<file path="src/rtl/csr_pkg.sv">
// csr_pkg: shared CSR addresses, mstatus bit positions and redirect FSM encoding.
package csr_pkg;
  localparam logic [11:0] CSR_MSTATUS  = 12'h300;
  localparam logic [11:0] CSR_MIE      = 12'h304;
  localparam logic [11:0] CSR_MTVEC    = 12'h305;
  localparam logic [11:0] CSR_MSCRATCH = 12'h340;
  localparam logic [11:0] CSR_MEPC     = 12'h341;
  localparam logic [11:0] CSR_MCAUSE   = 12'h342;
  localparam logic [11:0] CSR_MTVAL    = 12'h343;
  localparam logic [11:0] CSR_MIP      = 12'h344;
  localparam logic [11:0] CSR_MCYCLE   = 12'hB00;
  localparam logic [11:0] CSR_MINSTRET = 12'hB02;
  localparam int MSTATUS_MIE  = 3;
  localparam int MSTATUS_MPIE = 7;
  typedef enum logic [0:0] {ST_RUN = 1'b0, ST_REDIRECT = 1'b1} state_e;
  function automatic logic [63:0] mstatus_view(input logic ie, input logic pie);
    mstatus_view = 64'h1800;
    mstatus_view[MSTATUS_MIE] = ie;
    mstatus_view[MSTATUS_MPIE] = pie;
  endfunction
endpackage

</file>
<file path="src/rtl/csr_regfile_if.sv">
// csr_regfile_if: read/write, trap/mret and redirect signals of the CSR file.
interface csr_regfile_if;
  logic [11:0] csr_raddr;
  logic [63:0] csr_rdata;
  logic        csr_illegal;
  logic        csr_we;
  logic [11:0] csr_waddr;
  logic [63:0] csr_wdata;
  logic        trap_valid;
  logic [63:0] trap_pc;
  logic [63:0] trap_cause;
  logic [63:0] trap_tval;
  logic        mret_valid;
  logic        instr_retire;
  logic        redirect_valid;
  logic [63:0] redirect_pc;
  modport master (
    output csr_raddr, csr_we, csr_waddr, csr_wdata, trap_valid, trap_pc, trap_cause,
           trap_tval, mret_valid, instr_retire,
    input  csr_rdata, csr_illegal, redirect_valid, redirect_pc
  );
  modport slave (
    input  csr_raddr, csr_we, csr_waddr, csr_wdata, trap_valid, trap_pc, trap_cause,
           trap_tval, mret_valid, instr_retire,
    output csr_rdata, csr_illegal, redirect_valid, redirect_pc
  );
endinterface

</file>
<file path="src/rtl/csr_counter.sv">
// csr_counter: 64-bit wrapping counter where a write load takes priority over increment.
module csr_counter (
  input  logic        clk,
  input  logic        rst,
  input  logic        inc_i,
  input  logic        we_i,
  input  logic [63:0] wdata_i,
  output logic [63:0] cnt_o
);
  logic [63:0] cnt_q, cnt_d;
  assign cnt_d = we_i ? wdata_i : inc_i ? cnt_q + 64'd1 : cnt_q;
  assign cnt_o = cnt_q;
  always_ff @(posedge clk) begin
    if (rst) cnt_q <= '0;
    else cnt_q <= cnt_d;
  end
endmodule

</file>
<file path="src/rtl/csr_regfile.sv">
// csr_regfile: machine-mode CSRs with trap/mret fetch redirect.
// Define CSR_COUNTERS_EN to add mcycle/minstret.
module csr_regfile
  import csr_pkg::*;
(
  input  logic          clk,
  input  logic          rst,
  csr_regfile_if.slave  bus
);
  logic        ie_q, ie_d, pie_q, pie_d;
  logic [63:0] mie_q, mie_d, mtvec_q, mtvec_d, mscratch_q, mscratch_d;
  logic [63:0] mepc_q, mepc_d, mcause_q, mcause_d, mtval_q, mtval_d;
  logic [63:0] rpc_q, rpc_d;
  state_e      state_q, state_d;
  logic        trap, mret;
  logic [63:0] wd;
  assign trap = bus.trap_valid;
  assign mret = bus.mret_valid & ~bus.trap_valid;
  assign wd   = bus.csr_wdata;
  function automatic logic hit(input logic [11:0] a);
    hit = bus.csr_we && bus.csr_waddr == a;
  endfunction
  // Trap beats mret beats software write for the shared mstatus/mepc/mcause/mtval state.
  always_comb begin
    ie_d       = trap ? 1'b0 : mret ? pie_q : hit(CSR_MSTATUS) ? wd[MSTATUS_MIE] : ie_q;
    pie_d      = trap ? ie_q : mret ? 1'b1 : hit(CSR_MSTATUS) ? wd[MSTATUS_MPIE] : pie_q;
    mie_d      = hit(CSR_MIE) ? wd : mie_q;
    mtvec_d    = hit(CSR_MTVEC) ? {wd[63:2], 2'b00} : mtvec_q;
    mscratch_d = hit(CSR_MSCRATCH) ? wd : mscratch_q;
    mepc_d     = trap ? {bus.trap_pc[63:1], 1'b0} : hit(CSR_MEPC) ? {wd[63:1], 1'b0} : mepc_q;
    mcause_d   = trap ? bus.trap_cause : hit(CSR_MCAUSE) ? wd : mcause_q;
    mtval_d    = trap ? bus.trap_tval : hit(CSR_MTVAL) ? wd : mtval_q;
    state_d    = (trap || mret) ? ST_REDIRECT : ST_RUN;
    rpc_d      = trap ? mtvec_q : mret ? mepc_q : '0;
  end
  always_ff @(posedge clk) begin
    if (rst) begin
      ie_q       <= 1'b0;
      pie_q      <= 1'b0;
      mie_q      <= '0;
      mtvec_q    <= '0;
      mscratch_q <= '0;
      mepc_q     <= '0;
      mcause_q   <= '0;
      mtval_q    <= '0;
      rpc_q      <= '0;
      state_q    <= ST_RUN;
    end else begin
      ie_q       <= ie_d;
      pie_q      <= pie_d;
      mie_q      <= mie_d;
      mtvec_q    <= mtvec_d;
      mscratch_q <= mscratch_d;
      mepc_q     <= mepc_d;
      mcause_q   <= mcause_d;
      mtval_q    <= mtval_d;
      rpc_q      <= rpc_d;
      state_q    <= state_d;
    end
  end
  assign bus.redirect_valid = state_q == ST_REDIRECT;
  assign bus.redirect_pc    = rpc_q;
`ifdef CSR_COUNTERS_EN
  logic [63:0] mcycle, minstret;
  csr_counter u_mcycle (
    .clk(clk), .rst(rst), .inc_i(1'b1), .we_i(hit(CSR_MCYCLE)), .wdata_i(wd), .cnt_o(mcycle)
  );
  csr_counter u_minstret (
    .clk(clk), .rst(rst), .inc_i(bus.instr_retire), .we_i(hit(CSR_MINSTRET)), .wdata_i(wd),
    .cnt_o(minstret)
  );
`endif
  always_comb begin
    bus.csr_rdata   = '0;
    bus.csr_illegal = 1'b0;
    case (bus.csr_raddr)
      CSR_MSTATUS:  bus.csr_rdata = mstatus_view(ie_q, pie_q);
      CSR_MIE:      bus.csr_rdata = mie_q;
      CSR_MTVEC:    bus.csr_rdata = mtvec_q;
      CSR_MSCRATCH: bus.csr_rdata = mscratch_q;
      CSR_MEPC:     bus.csr_rdata = mepc_q;
      CSR_MCAUSE:   bus.csr_rdata = mcause_q;
      CSR_MTVAL:    bus.csr_rdata = mtval_q;
      CSR_MIP:      bus.csr_rdata = '0;
`ifdef CSR_COUNTERS_EN
      CSR_MCYCLE:   bus.csr_rdata = mcycle;
      CSR_MINSTRET: bus.csr_rdata = minstret;
`endif
      default:      bus.csr_illegal = 1'b1;
    endcase
  end
endmodule

</file>
<file path="src/flat_wrapper.sv">
// flat-port wrapper written by rule: the top's interface ports become plain ports
module csr_regfile_flat import csr_pkg::*;
  (clk, rst, bus_csr_raddr, bus_csr_we, bus_csr_waddr, bus_csr_wdata, bus_trap_valid, bus_trap_pc, bus_trap_cause, bus_trap_tval, bus_mret_valid, bus_instr_retire, bus_csr_rdata, bus_csr_illegal, bus_redirect_valid, bus_redirect_pc);
  csr_regfile_if bus_i ();
  input  logic clk;
  input  logic rst;
  input wire logic [$bits(bus_i.csr_raddr)-1:0] bus_csr_raddr;
  input wire logic [$bits(bus_i.csr_we)-1:0] bus_csr_we;
  input wire logic [$bits(bus_i.csr_waddr)-1:0] bus_csr_waddr;
  input wire logic [$bits(bus_i.csr_wdata)-1:0] bus_csr_wdata;
  input wire logic [$bits(bus_i.trap_valid)-1:0] bus_trap_valid;
  input wire logic [$bits(bus_i.trap_pc)-1:0] bus_trap_pc;
  input wire logic [$bits(bus_i.trap_cause)-1:0] bus_trap_cause;
  input wire logic [$bits(bus_i.trap_tval)-1:0] bus_trap_tval;
  input wire logic [$bits(bus_i.mret_valid)-1:0] bus_mret_valid;
  input wire logic [$bits(bus_i.instr_retire)-1:0] bus_instr_retire;
  output wire logic [$bits(bus_i.csr_rdata)-1:0] bus_csr_rdata;
  output wire logic [$bits(bus_i.csr_illegal)-1:0] bus_csr_illegal;
  output wire logic [$bits(bus_i.redirect_valid)-1:0] bus_redirect_valid;
  output wire logic [$bits(bus_i.redirect_pc)-1:0] bus_redirect_pc;
  assign bus_i.csr_raddr = bus_csr_raddr;
  assign bus_i.csr_we = bus_csr_we;
  assign bus_i.csr_waddr = bus_csr_waddr;
  assign bus_i.csr_wdata = bus_csr_wdata;
  assign bus_i.trap_valid = bus_trap_valid;
  assign bus_i.trap_pc = bus_trap_pc;
  assign bus_i.trap_cause = bus_trap_cause;
  assign bus_i.trap_tval = bus_trap_tval;
  assign bus_i.mret_valid = bus_mret_valid;
  assign bus_i.instr_retire = bus_instr_retire;
  assign bus_csr_rdata = bus_i.csr_rdata;
  assign bus_csr_illegal = bus_i.csr_illegal;
  assign bus_redirect_valid = bus_i.redirect_valid;
  assign bus_redirect_pc = bus_i.redirect_pc;
  csr_regfile u_core (.clk(clk), .rst(rst), .bus(bus_i));
endmodule
</file>
<file path="config.mk">
export PLATFORM = sky130hd
export DESIGN_NAME = csr_regfile_flat
export DESIGN_NICKNAME = d
export VERILOG_FILES = /design/src/rtl/csr_pkg.sv /design/src/rtl/csr_regfile_if.sv /design/src/rtl/csr_counter.sv /design/src/rtl/csr_regfile.sv /design/src/flat_wrapper.sv
export SDC_FILE = /design/constraint.sdc
export NUM_CORES = 1
export LEC_CHECK = 0
export ABC_AREA = 1
export BUFFER_PORTS_ARGS = -buffer_cell sky130_fd_sc_hd__buf_4
export CAP_MARGIN = 20
export CORE_MARGIN = 3
export CORE_UTILIZATION = 42
export DETAILED_ROUTE_END_ITERATION = 7
export GPL_TIMING_DRIVEN = 0
export SYNTH_ARGS = -nofsm -noshare
export SYNTH_HDL_FRONTEND = slang
export SYNTH_SLANG_ARGS = --single-unit
</file>
<file path="constraint.sdc">
create_clock -name clk -period 2.1 [get_ports clk]
set_input_delay 0.42 -clock clk [delete_from_list [all_inputs] [get_ports clk]]
set_output_delay 0.42 -clock clk [all_outputs]
set_load 0.005 [all_outputs]
</file>
==> results.py <==
metrics = {
    "sta": {
        "fin_ws_ps": -253,
        "max_slew_margin": 0.358,
        "period_share": 1.12,
        "slew_viol_final": 0,
        "fmax_mhz": 425,
        "finalSetupViolCount": 65,
        "period_minus_slack_ps": 2350,
        "rsz0062_at_grt": "yes",
        "final-hold-violation-count": 0,
        "worst_slew_pin_slew_ps": 962,
        "holdWs_ps": 87.3,
        "skew_ps": 15.0,
    },
    "power_and_ir_drop": {
        "vdd_drop_max_uv": 554,
        "power.density_nw_per_um2": 679,
        "p_leak_uw": 0.0135,
    },
    "floorplan": {
        "num_rows": 82,
        "die-area_um2": 54400,
        "fp.dieH_um": 233,
        "initial_core_util": 0.429,
        "ios": 416,
        "die_w_um": 233,
        "core_um2": 50600,
    },
    "cts": {
        "postCtsHoldBufs": 0,
        "clk_pin_slew_worst_paths_ps": 70,
        "clkLatencyLatePin_ps": 620,
        "htree_levels": 2,
        "cts_buffers": 51,
        "clock_sinks": 447,
        "cts_buffer_depth": 3,
        "root_buffer": "clkbuf_16",
        "cts_tree": "done",
    },
    "routing": {
        "via_count": 27307,
        "dr.pass1.iters": 8,
        "vias_per_cell": 5.91,
        "drc": 0,
        "ant_nets": 0,
        "drtIter0Drc": 4168,
        "drt-total-wl_um": 121000,
        "routedWlPerCell_um": 26.2,
    },
    "global_routing": {
        "met3_usage": 0.115,
        "grt_pass1_wl_um": 165000,
        "grt_pass1_vias": 25032,
        "global_route.usage.met2": 0.620,
        "grt_overflow": 0,
        "gr-usage-all-layers": 0.415,
        "grt_max_degree": 13,
        "use_met1": 0.535,
        "grt.busiest_layer": "met2",
        "antenna_found_initial": 6,
    },
    "synth": {
        "ys_warn_count": 0,
        "syn_inst": 3367,
        "syn_nets": 3653,
        "synth_area_um2": 21700,
        "synth.avg_cell_area_um2": 6.44,
        "netlist-cell-type-count": 24,
        "yosysSeqAreaShare": 0.412,
        "ys_seq_elements": 447,
    },
    "run_status": {
        "violations": "negative setup slack",
        "status": "complete, but fails checks",
    },
    "setup_path": {
        "r2r-end": "u_core.bus.redirect_pc[63]",
        "crit_arrival_ps": 1930,
        "critPathCapture": "bus_csr_rdata[6]",
        "critPathKind": "in2out",
        "r2r_start": "u_core.mepc_q[63]",
        "r2r_cells": 2,
        "worstPathRequired_ps": 1680,
        "startpoint": "bus_csr_raddr[10]",
        "critPathLaunchType": "input port",
        "rrSetupSlack_ps": 1150,
        "critPathMaxFanout": 5,
        "end_kind": "primary output",
    },
    "cells_and_area": {
        "fin_util": 0.602,
        "syn2layout_area_growth_pct": 40.4,
        "fin_nets": 4192,
        "mostFrequentLayoutCells": "nand2_1 (953), nand3_1 (477), dfxtp_1 (447)",
        "fin_cells": 4617,
        "drive_above_1_share": 0.244,
        "n_fill_cell": 4827,
        "final_common_cell": "nand2_1",
    },
    "place": {
        "detailed_place_hpwl_um": 84500,
        "portBuffers": 411,
        "gp_congestion": 0.979,
        "dp.cells": 4453,
    },
    "flow_run": {
        "maxCapViolCount": 0,
    },
    "worst_hold_path": {
        "hp-class": "in2reg",
    },
}
[registers in the layout, summed over array words and instances, names as in the netlist]
name and count:
u_core.bus.redirect_pc 63, u_core.bus.redirect_valid 1, u_core.ie_q 1, u_core.mcause_q 64, u_core.mepc_q 63, u_core.mie_q 64, u_core.mscratch_q 64, u_core.mtval_q 64
u_core.mtvec_q 62, u_core.pie_q 1
[per-layer routing]
layer,vias up,part of all wire
li1,12126,-
met1,12691,0.38
met2,1977,0.42
met3,509,0.13
met4,4,0.068
met5,-,0.00019
[per-stage QoR]
step | total power (uW) | area (um^2) | setup TNS (ps) | worst slack (ps)
global route | 21100 | 30500 | -12490 | -261
floorplan | 9980 | 21700 | 0 | 336
detailed placement | 11100 | 25700 | -163960 | -868
finish | 20700 | 30500 | -11080 | -253
global placement | 11100 | 25600 | -154220 | -863
CTS | 20500 | 29300 | -5480 | -136
[layout make-up]
cell class / instances / area (um^2) / area share
antenna: 1 / 2.50 / 0.0000821
buffer: 276 / 2010 / 0.0660
clock buffer: 78 / 1580 / 0.0519
clock inverter: 13 / 140 / 0.00460
inverter: 101 / 402 / 0.0132
multi-input combinational: 2541 / 12000 / 0.394
sequential: 447 / 8950 / 0.294
tap: 672 / 841 / 0.0276
timing repair buffer: 488 / 4530 / 0.149
[kinds of logic after synthesis]
logic type / count (synthesis) / share of synthesized area
compound gates: 527 / 0.122
other cells: 1 / 0.000173
buf+inv: 379 / 0.0777
simple gates: 2013 / 0.388
flops: 447 / 0.412
[worst min path at each step]
stage                     cells after the start            endpoint              start
after CTS                                     3    u_core.mie_q[50]  bus_csr_wdata[50]
after global routing                          3  u_core.mtvec_q[57]  bus_csr_wdata[57]
after detailed placement                      2    u_core.mie_q[12]   u_core.mie_q[12]
after global placement                        2    u_core.mie_q[11]   u_core.mie_q[11]
after floorplan                               2    u_core.mie_q[11]   u_core.mie_q[11]
final                                         3    u_core.mie_q[50]  bus_csr_wdata[50]
[power breakdown]
group | switching [uW] | leakage [uW] | internal, uW
sequential | 208 | 0.00363 | 8720
combinational | 1470 | 0.00897 | 844
clock | 3950 | 0.000860 | 5510
[critical path: stages]
cell and delay (ps):
buf_8 100, nor2_4 110, nand2_4 100, buf_12 140, nor2_4 170, buf_8 190, buf_6 130, buf_12 140
nand3_2 80, nand2_1 90, nor2_1 50, nand2_2 90, buf_6 100
[what timing repair did]
action	CTS	global route
cloned	15	14
gates resized for setup	327	214
pin swaps	46	103
endpoints found under the setup margin	65	200
setup buffers	41	8
[cell usage after synthesis]
cell         n  share of area
buf_6        1        0.00052
nor3_1      66          0.015
nand2_1   1025           0.18
buf_4       23         0.0080
clkinv_2     1        0.00023
nand2_2      6         0.0017
o21ai_0     86          0.020
nand3_1    569           0.13
nor2_1     333          0.058
a21oi_1    383          0.088
nor2_4       2         0.0010
o211ai_1     1        0.00035
nand2_4      1        0.00052
o21ai_1     57          0.013
nand4_1      1        0.00029
nor2_2       9         0.0026
clkbuf_1   110          0.019
nand3b_1     1        0.00035
dfxtp_1    447           0.41
inv_2        8         0.0014
inv_1       92          0.016
conb_1       1        0.00017
buf_2      134          0.031
buf_1       10         0.0017
No activity file was read; power rests on OpenSTA's default activity.
